$ cat src/rtl/apple_vga_scandoubler_if.sv
// Dot-stream input and mono VGA output bundle for apple_vga_scandoubler.
// master = video generator / display side, slave = the scandoubler itself.
interface apple_vga_scandoubler_if;
    logic dot_en;
    logic dot;
    logic src_line_start;
    logic src_frame_start;
    logic vga_pix;
    logic vga_hs;
    logic vga_vs;
    logic vga_de;
    logic ovf;

    modport master (
        output dot_en, dot, src_line_start, src_frame_start,
        input  vga_pix, vga_hs, vga_vs, vga_de, ovf
    );

    modport slave (
        input  dot_en, dot, src_line_start, src_frame_start,
        output vga_pix, vga_hs, vga_vs, vga_de, ovf
    );
endinterface

$ cat src/rtl/apple_vga_scandoubler.sv
// Ping-pong line buffers fed by the mono dot stream, replayed at 640x480@60 on a
// 25 MHz pixel enable derived from CLOCK_50; each source line is shown on two VGA lines.
module apple_vga_scandoubler #(
    parameter int SRC_W = 560,
    parameter int X_OFF = 40,
    parameter int Y_OFF = 48
) (
    input  logic                    CLOCK_50,
    input  logic                    RESET,
    apple_vga_scandoubler_if.slave  vid_io
);

    localparam logic [9:0] H_LAST  = 10'd799;
    localparam logic [9:0] V_LAST  = 10'd524;
    localparam logic [9:0] HS_BEG  = 10'd656;
    localparam logic [9:0] HS_END  = 10'd751;
    localparam logic [9:0] VS_BEG  = 10'd490;
    localparam logic [9:0] VS_END  = 10'd491;
    localparam logic [9:0] H_ACT   = 10'd640;
    localparam logic [9:0] V_ACT   = 10'd480;
    localparam logic [9:0] SRC_W_L = 10'(SRC_W);
    localparam logic [9:0] X_LO    = 10'(X_OFF);
    localparam logic [9:0] X_HI    = 10'(X_OFF + SRC_W);
    localparam logic [9:0] Y_LO    = 10'(Y_OFF);
    localparam logic [9:0] Y_HI    = 10'(Y_OFF + 384);
    localparam logic [9:0] Y_LOCK  = 10'(Y_OFF - 2);

    // write side state
    logic             wr_sel_q;
    logic [9:0]       wr_ptr_q;
    logic [9:0]       len_q [2];
    logic             ovf_q;
    logic [SRC_W-1:0] buf_q [2];

    // VGA side state
    logic       pe_q;
    logic [9:0] hcount_q, hcount_d;
    logic [9:0] vcount_q, vcount_d;
    logic       lock_pend_q, lock_pend_d;
    logic       pix_q, hs_q, vs_q, de_q;

    logic       wsel_eff;
    logic [9:0] wptr_eff;
    logic       wr_fire;

    // A line start in the same cycle as a dot swaps first, so the dot lands at index 0.
    always_comb begin
        wsel_eff = vid_io.src_line_start ? ~wr_sel_q : wr_sel_q;
        wptr_eff = vid_io.src_line_start ? 10'd0 : wr_ptr_q;
        wr_fire  = vid_io.dot_en && (wptr_eff < SRC_W_L);
    end

    always_ff @(posedge CLOCK_50) begin
        if (RESET) begin
            wr_sel_q <= 1'b0;
            wr_ptr_q <= 10'd0;
            len_q[0] <= 10'd0;
            len_q[1] <= 10'd0;
            ovf_q    <= 1'b0;
        end else begin
            if (vid_io.src_line_start) begin
                len_q[wr_sel_q] <= wr_ptr_q;
                wr_sel_q        <= ~wr_sel_q;
            end
            wr_ptr_q <= wr_fire ? wptr_eff + 10'd1 : wptr_eff;
            if (vid_io.dot_en && !wr_fire) begin
                ovf_q <= 1'b1;
            end
        end
    end

    always_ff @(posedge CLOCK_50) begin
        if (wr_fire) begin
            buf_q[wsel_eff][wptr_eff] <= vid_io.dot;
        end
    end

    logic       rd_sel;
    logic       in_win;
    logic [9:0] x_idx;
    logic       pix_d;

    // Read side is combinational on the current counters; the length mask hides stale data.
    always_comb begin
        rd_sel = ~wr_sel_q;
        in_win = (hcount_q >= X_LO) && (hcount_q < X_HI) &&
                 (vcount_q >= Y_LO) && (vcount_q < Y_HI);
        x_idx  = in_win ? (hcount_q - X_LO) : 10'd0;
        pix_d  = in_win && (x_idx < len_q[rd_sel]) && buf_q[rd_sel][x_idx];
    end

    always_comb begin
        hcount_d    = (hcount_q == H_LAST) ? 10'd0 : hcount_q + 10'd1;
        vcount_d    = vcount_q;
        lock_pend_d = lock_pend_q;
        if (hcount_q == H_LAST) begin
            if (lock_pend_q) begin
                vcount_d = Y_LOCK;
            end else if (vcount_q == V_LAST) begin
                vcount_d = 10'd0;
            end else begin
                vcount_d = vcount_q + 10'd1;
            end
        end
        if (pe_q && (hcount_q == H_LAST)) begin
            lock_pend_d = 1'b0;
        end
        if (vid_io.src_frame_start) begin
            lock_pend_d = 1'b1;
        end
    end

    // Outputs are registered from the pre-increment counters: one pe of latency.
    always_ff @(posedge CLOCK_50) begin
        if (RESET) begin
            pe_q        <= 1'b0;
            hcount_q    <= 10'd0;
            vcount_q    <= 10'd0;
            lock_pend_q <= 1'b0;
            pix_q       <= 1'b0;
            hs_q        <= 1'b1;
            vs_q        <= 1'b1;
            de_q        <= 1'b0;
        end else begin
            pe_q        <= ~pe_q;
            lock_pend_q <= lock_pend_d;
            if (pe_q) begin
                hcount_q <= hcount_d;
                vcount_q <= vcount_d;
                pix_q    <= pix_d;
                hs_q     <= !((hcount_q >= HS_BEG) && (hcount_q <= HS_END));
                vs_q     <= !((vcount_q >= VS_BEG) && (vcount_q <= VS_END));
                de_q     <= (hcount_q < H_ACT) && (vcount_q < V_ACT);
            end
        end
    end

    assign vid_io.vga_pix = pix_q;
    assign vid_io.vga_hs  = hs_q;
    assign vid_io.vga_vs  = vs_q;
    assign vid_io.vga_de  = de_q;
    assign vid_io.ovf     = ovf_q;

endmodule

$ cat src/flat_wrapper.sv
// flat-port wrapper written by rule: the top's interface ports become plain ports
module apple_vga_scandoubler_flat 
#(
    parameter int SRC_W = 560,
    parameter int X_OFF = 40,
    parameter int Y_OFF = 48
)
  (CLOCK_50, RESET, vid_io_dot_en, vid_io_dot, vid_io_src_line_start, vid_io_src_frame_start, vid_io_vga_pix, vid_io_vga_hs, vid_io_vga_vs, vid_io_vga_de, vid_io_ovf);
  apple_vga_scandoubler_if vid_io_i ();
  input  logic CLOCK_50;
  input  logic RESET;
  input wire logic [$bits(vid_io_i.dot_en)-1:0] vid_io_dot_en;
  input wire logic [$bits(vid_io_i.dot)-1:0] vid_io_dot;
  input wire logic [$bits(vid_io_i.src_line_start)-1:0] vid_io_src_line_start;
  input wire logic [$bits(vid_io_i.src_frame_start)-1:0] vid_io_src_frame_start;
  output wire logic [$bits(vid_io_i.vga_pix)-1:0] vid_io_vga_pix;
  output wire logic [$bits(vid_io_i.vga_hs)-1:0] vid_io_vga_hs;
  output wire logic [$bits(vid_io_i.vga_vs)-1:0] vid_io_vga_vs;
  output wire logic [$bits(vid_io_i.vga_de)-1:0] vid_io_vga_de;
  output wire logic [$bits(vid_io_i.ovf)-1:0] vid_io_ovf;
  assign vid_io_i.dot_en = vid_io_dot_en;
  assign vid_io_i.dot = vid_io_dot;
  assign vid_io_i.src_line_start = vid_io_src_line_start;
  assign vid_io_i.src_frame_start = vid_io_src_frame_start;
  assign vid_io_vga_pix = vid_io_i.vga_pix;
  assign vid_io_vga_hs = vid_io_i.vga_hs;
  assign vid_io_vga_vs = vid_io_i.vga_vs;
  assign vid_io_vga_de = vid_io_i.vga_de;
  assign vid_io_ovf = vid_io_i.ovf;
  apple_vga_scandoubler #(.SRC_W(SRC_W), .X_OFF(X_OFF), .Y_OFF(Y_OFF)) u_core (.CLOCK_50(CLOCK_50), .RESET(RESET), .vid_io(vid_io_i));
endmodule
$ cat config.mk
export PLATFORM = sky130hd
export DESIGN_NAME = apple_vga_scandoubler_flat
export DESIGN_NICKNAME = d
export VERILOG_FILES = /design/src/rtl/apple_vga_scandoubler_if.sv /design/src/rtl/apple_vga_scandoubler.sv /design/src/flat_wrapper.sv
export SDC_FILE = /design/constraint.sdc
export NUM_CORES = 2
export LEC_CHECK = 0
export ABC_AREA = 1
export ABC_CLOCK_PERIOD_IN_PS = 2950
export BUFFER_PORTS_ARGS = -buffer_cell sky130_fd_sc_hd__buf_2
export CORE_UTILIZATION = 50
export CTS_CLUSTER_DIAMETER = 120
export DETAILED_ROUTE_END_ITERATION = 16
export GPL_TIMING_DRIVEN = 0
export PLACE_DENSITY = 0.68
export REMOVE_ABC_BUFFERS = 1
export SLEW_MARGIN = 20
export SYNTH_ARGS = -nofsm -noshare
export SYNTH_HDL_FRONTEND = slang
export SYNTH_SLANG_ARGS = --single-unit
$ cat constraint.sdc
create_clock -name CLOCK_50 -period 2.95 [get_ports CLOCK_50]
set_input_delay 0.59 -clock CLOCK_50 [delete_from_list [all_inputs] [get_ports CLOCK_50]]
set_output_delay 0.59 -clock CLOCK_50 [all_outputs]
set_load 0.005 [all_outputs]
# After elaboration in Yosys (flattened, before gate mapping)
# Memory sizes are Yosys's and may differ from the RTL's.
# Index checks and enable logic that the tools add are counted.
totals:
  reg_bits: 38
  elab_cells: 77
  latch_bits: 0
  out_inout_bits: 5
  mem_count: 2
  inputBits: 6
  rom_bits: 0
  ram_bits: 1140
memory_table:
  columns: ["name", "words", "width", "rd", "rd_clocked_by_memory_dff", "write_ports", "line", "text"]
  rows:
  - ["u_core.buf_q", 2, 560, 1, 0, 1, "apple_vga_scandoubler.sv:33", "logic [SRC_W-1:0] buf_q [2];"]
  - ["u_core.len_q", 2, 10, 1, 0, 2, "apple_vga_scandoubler.sv:31", "logic [9:0] len_q [2];"]
classes:
  n_mul: 0
  n_shift: 0
  n_lt_le_gt_ge: 15
  n_reduce_logical: 18
  n_mux: 23
  eq_ne: 2
  add_sub_neg: 4
  div_mod_pow: 0
  n_bitwise: 2
op_table:
  columns: ["cell", "n"]
  rows:
  - ["$mux W560", 1]
  - ["$mux W10", 7]
  - ["$add A10 B1 Y10 const B", 3]
  - ["$lt A10 B10 Y1 const B", 3]
  - ["$lt A10 B11 Y1 const B", 2]
  - ["$eq A10 B10 Y1 const B", 2]
  - ["$ge A10 B6 Y1 const B", 2]
  - ["$lt A10 B9 Y1 const B", 2]
  - ["$mux W1", 13]
  - ["$logic_and A1 B1 Y1", 12]
  - ["$bmux W1 S10", 1]
  - ["$demux W1 S10", 1]
  - ["$ge A10 B1 Y1 const B", 1]
  - ["$ge A10 B10 Y1 const B", 1]
  - ["$ge A10 B9 Y1 const B", 1]
  - ["$le A10 B10 Y1 const B", 1]
  - ["$le A10 B9 Y1 const B", 1]
  - ["$lt A10 B10 Y1", 1]
  - ["$reduce_or A10 Y1", 1]
  - ["$sub A10 B6 Y10 const B", 1]
  - ["$logic_not A1 Y1", 3]
  - ["$not A1 Y1", 2]
  - ["$reduce_and A2 Y1", 1]
  - ["$reduce_bool A2 Y1", 1]

# Longest topological paths before layout
logic_depth:
  depth_word: 8
  mapped_depth: 22
  ltp_nobuf: 20

# Worst setup path before layout
# No wires, ideal clock.
synth_path:
  path_kind: "flip-flop to flip-flop"
  start: "reg u_core.hcount_q[3]"
  end: "reg u_core.pix_q, in the netlist u_core.vid_io.vga_pix"
  t_required_ps: 2892
  n_path_buf: 2
  arrival_time_ps: 2706
  period_less_slack_ps: 2764
  setup_time_ps: 58
  path_stages_with_launch: 19
  setup_slack_ps: 186
  path_cell_list: "dfxtp_1 > ha_1 > nand2_1 > nor2_1 > nand2_1 > nand2_2 > buf_4 > nand2_8 > nor3_1 > buf_2 > ha_1 > a21oi_1 > o21ai_0 > a21o_1 > a21oi_1 > o211ai_1 > a21oi_1 > nand2_1 > nand2_1"
synth_via:
  elab_chain_len: 8
  word_cells_on_any_way: 12
  classes_between: "1 x add/sub; 3 x order compare; 3 x mux; 5 x reduce/logical"
synth_rtl:
  columns: ["element", "line", "text"]
  rows:
  - ["start, declared", "apple_vga_scandoubler.sv:37", "logic [9:0] hcount_q, hcount_d;"]
  - ["start signal, assigned", "apple_vga_scandoubler.sv:128", "hcount_q <= hcount_d;"]
  - ["$ge A10 B6 Y1 / $lt A10 B10 Y1 (equally long branches)", "apple_vga_scandoubler.sv:86", "in_win = (hcount_q >= X_LO) && (hcount_q < X_HI) &&"]
  - ["$logic_and A1 B1 Y1 (2 in a row)", "apple_vga_scandoubler.sv:86", null]
  - ["$logic_and A1 B1 Y1", "apple_vga_scandoubler.sv:87", "(vcount_q >= Y_LO) && (vcount_q < Y_HI);"]
  - ["$mux W10", "apple_vga_scandoubler.sv:88", "x_idx = in_win ? (hcount_q - X_LO) : 10'd0;"]
  - ["$bmux W1 S10 / $lt A10 B10 Y1 (equally long branches)", "apple_vga_scandoubler.sv:89", "pix_d = in_win && (x_idx < len_q[rd_sel]) && buf_q[rd_sel][x_idx];"]
  - ["$mux W1 (implied by the code) / $logic_and A1 B1 Y1 (equally long branches)", "apple_vga_scandoubler.sv:89", null]
  - ["$logic_and A1 B1 Y1 *", "apple_vga_scandoubler.sv:89", null]
  - ["end signal, assigned", "apple_vga_scandoubler.sv:130", "pix_q <= pix_d;"]
  - ["end, declared", "apple_vga_scandoubler.sv:40", "logic pix_q, hs_q, vs_q, de_q;"]
# Every way passes the cells marked *; elsewhere a longest branch is shown, timed or not. The select of a mux whose other input is x is not followed.
# A chain may end at the register's enable or synchronous reset.

# Worst setup path in the final report
layout_path:
  start: "reg u_core.hcount_q[4]"
  end: "reg u_core.pix_q, in the netlist u_core.vid_io.vga_pix"
# The elaborated chain is that of the path after synthesis.

==> results.py <==
metrics = {
    "clocking": {
        "cts_htree_levels": 3,
        "cts_tree": "yes",
        "cts_root_buffer": "clkbuf_16",
        "clock_sinks": 1178,
        "clk_latency_ps": 720,
        "numCtsBuffers": 120,
        "clk_pin_slew_ps": 60,
        "cts.path.max_buffers": 3,
    },
    "critical_path": {
        "reg2reg_slack_ps": -420,
        "crit_path_end_kind": "register",
        "critPathRequiredTime_ps": 3560,
        "cp_max_fo": 7,
        "crit_type": "reg -> reg",
        "reg2reg_from": "u_core.hcount_q[4]",
        "reg2reg_depth": 23,
        "start_kind": "register",
        "rr_endpoint": "u_core.vid_io.vga_pix",
        "worstPathArrival_ps": 3980,
    },
    "sta": {
        "fin_skew_ps": 31.45,
        "period_share": 1.143,
        "timing.slew.headroom": 0.1651,
        "drv_slew": 0,
        "period_minus_slack_ps": 3371,
        "tightest_slew_ps": 1251,
        "fmax_ghz": 0.2966,
        "hold_ws_ps": 96.78,
        "rsz0062_at_grt": "true",
        "setup-violations-final": 60,
        "setup_ws_ps": -421.2,
        "final-hold-violation-count": 0,
    },
    "route": {
        "drt_first_pass_iters": 6,
        "wl_mm": 197.0,
        "via_count": 47780,
        "drc": 0,
        "ant_nets": 0,
        "routed_via_density": 6.504,
        "wl_per_cell_um": 26.81,
        "drt_iter0_markers": 7588,
    },
    "die": {
        "die_area_mm2": 0.1143,
        "start_util": 0.5076,
        "io_pins": 11,
        "die_y_um": 338.1,
        "core_mm2": 0.1113,
        "die_w_um": 338.1,
        "num_rows": 122,
    },
    "yosys": {
        "synthArstFlopShare": 0,
        "syn_area_per_cell_um2": 9.658,
        "synth_ff_type": "edfxtp_1",
        "synth_warnings": 0,
        "ys_ff_latch": 1178,
        "synth_cells": 5849,
        "yosysSeqAreaShare": 0.6195,
        "synth-edff-count": 1140,
        "synth_area_mm2": 0.05649,
        "synth.distinct_cells": 42,
    },
    "power_and_ir_drop": {
        "leakage_uw": 0.02305,
        "vdd_drop_max_v": 0.0004832,
        "powerDensity_mw_per_mm2": 538.2,
    },
    "run": {
        "max_cap_viol_count": 0,
    },
    "placement": {
        "place_congestion": 0.8619,
        "place.port_buffers": 10,
        "hpwl_mm": 81.69,
    },
    "global_route": {
        "grt_max_degree": 169,
        "grt_overflow": 0,
        "antenna_found_initial": 4,
        "track_usage": 0.3097,
        "first_global_vias": 43620,
        "grt_pass1_wl_mm": 269.8,
    },
    "min_path": {
        "hp-start": "vid_io_src_frame_start",
        "whs_endpoint": "u_core.lock_pend_q",
        "min_delay_path_depth": 3,
        "min_path_type": "in -> reg",
    },
    "cells_and_area": {
        "areaGrowthSynthToFinish_pct": 21.78,
        "drive_gt1_frac": 0.1568,
        "mostFrequentLayoutCell": "nor2_1",
        "most-common-layout-cells": "1423 x nor2_1, 1140 x edfxtp_1, 1017 x nor3_1, 410 x nand2_1, 376 x nand3_1",
        "nets": 5775,
        "utilization": 0.6182,
    },
    "outcome": {
        "outcome": "finished with violations",
        "violations": "negative setup slack",
    },
}
==> area by class of cell <==
type	count	area [um^2]
Fill cell	8279	42490
Sequential cell	1178	35040
Multi-Input combinational cell	3984	20780
Timing Repair Buffer	350	6495
Clock buffer	150	3179
Tap cell	1488	1862
Clock inverter	76	689.4
Inverter	102	570.5
Timing Repair inverter	14	167.7
Antenna cell	5	12.51
==> cells in the mapped netlist (3+ instances only) <==
| cell type | count | area (um^2) |
|---|---|---|
| dfxtp_1 | 38 | 760.7 |
| a221oi_1 | 4 | 35.03 |
| buf_4 | 12 | 90.09 |
| nor3_1 | 1141 | 5710 |
| clkbuf_1 | 428 | 1607 |
| mux2i_1 | 48 | 480.5 |
| buf_1 | 36 | 135.1 |
| a21oi_1 | 20 | 100.1 |
| inv_1 | 91 | 341.6 |
| o211ai_1 | 109 | 818.3 |
| a31oi_1 | 3 | 18.77 |
| xor2_1 | 7 | 61.31 |
| nor2_4 | 3 | 33.78 |
| o21ai_0 | 38 | 190.2 |
| nand4_1 | 99 | 619.3 |
| nor2_1 | 1447 | 5431 |
| edfxtp_1 | 1140 | 34230 |
| or2_2 | 27 | 168.9 |
| nand2_1 | 455 | 1708 |
| o311ai_0 | 18 | 157.7 |
| buf_2 | 118 | 590.6 |
| nand3_1 | 470 | 2352 |
| ha_1 | 19 | 237.7 |
| inv_2 | 10 | 37.54 |
| o21bai_1 | 44 | 330.3 |
==> how the worst max path moves through the flow <==
stage	from	endpoint
after floorplan	u_core.wr_sel_q	u_core.buf_q[1][112]
after global placement	u_core.wr_sel_q	u_core.buf_q[1][249]
after detailed placement	u_core.hcount_q[8]	u_core.vid_io.vga_pix
after CTS	u_core.hcount_q[8]	u_core.vid_io.vga_pix
after global routing	u_core.hcount_q[4]	u_core.vid_io.vga_pix
final	u_core.hcount_q[4]	u_core.vid_io.vga_pix
==> registers in the layout, summed over array words and instances, names as in the netlist <==
register               cells
u_core.buf_q            1120
u_core.len_q              20
u_core.hcount_q           10
u_core.vcount_q           10
u_core.wr_ptr_q           10
u_core.lock_pend_q         1
u_core.pe_q                1
u_core.vid_io.ovf          1
u_core.vid_io.vga_de       1
u_core.vid_io.vga_hs       1
u_core.vid_io.vga_pix      1
u_core.vid_io.vga_vs       1
u_core.wr_sel_q            1
==> kinds of logic (layout without fill, tap and decap cells) <==
logic type                 Yosys count  after routing  share of synthesized area
xor gates and xnor gates             7              7                   0.001085
AOI/OAI and AO/OA                  245            245                    0.03059
adders and majority gates           19             19                   0.004209
and+or+nand+nor                   3655           3665                     0.2863
other                                0              5                          0
DFF                               1178           1178                     0.6195
buffers and inverters              697            692                    0.04986
muxes                               48             48                   0.008506
==> per-layer routing <==
layer	vias up	part of all wire	wire length [um]	global-route usage
li1	20480	-	-	-
met1	23040	0.35	68520	0.4059
met2	3501	0.45	88710	0.4796
met3	763	0.14	27700	0.07070
met4	10	0.061	11980	0.1647
met5	-	0.00042	83	0
==> power breakdown <==
group          internal (uW)  switching (uW)
clock network           8720            6550
logic                   1170            2220
registers              18300            17.2
==> through the flow <==
step	cells	setup slack [ps]	total power [uW]	area, um^2	setup TNS (ps)
2_1_floorplan	5254	-69350	20170	54050	-
3_3_place_gp	6752	-182250	21160	55970	-
3_5_place_dp	6867	-2367	21190	58800	-922970
4_1_cts	7239	-338.3	36660	65960	-394.7
5_1_grt	7342	-421.3	37780	68780	-19260
6_report	7347	-421.2	37030	68790	-2084
==> timing repair <==
action	in CTS	in global routing
buffers inserted	76	62
endpoints found under the setup margin	987	858
cloned	72	44
resized for setup	194	325
pin swaps	32	81
hold buffers	0	0
==> critical path, stage by stage, from the launching register on <==
cell       delay (ps)
dfxtp_4           380
inv_4              70
ha_1              130
nand2_1            60
nor2_2            170
nand2_4           110
nand2_8            90
buf_4             140
nand3_4           110
buf_16            160
buf_16            180
clkinv_16         130
clkbuf_16         180
nand3_1           100
nand3_1           120
nand3_1           180
nand3_4           190
nand3_4           100
nand3_1            90
nand3_1            80
nand3_1           110
nand3_1            90
nand2_2           150
nand2_1            70
Note: power is estimated with default switching activity, not from simulation.
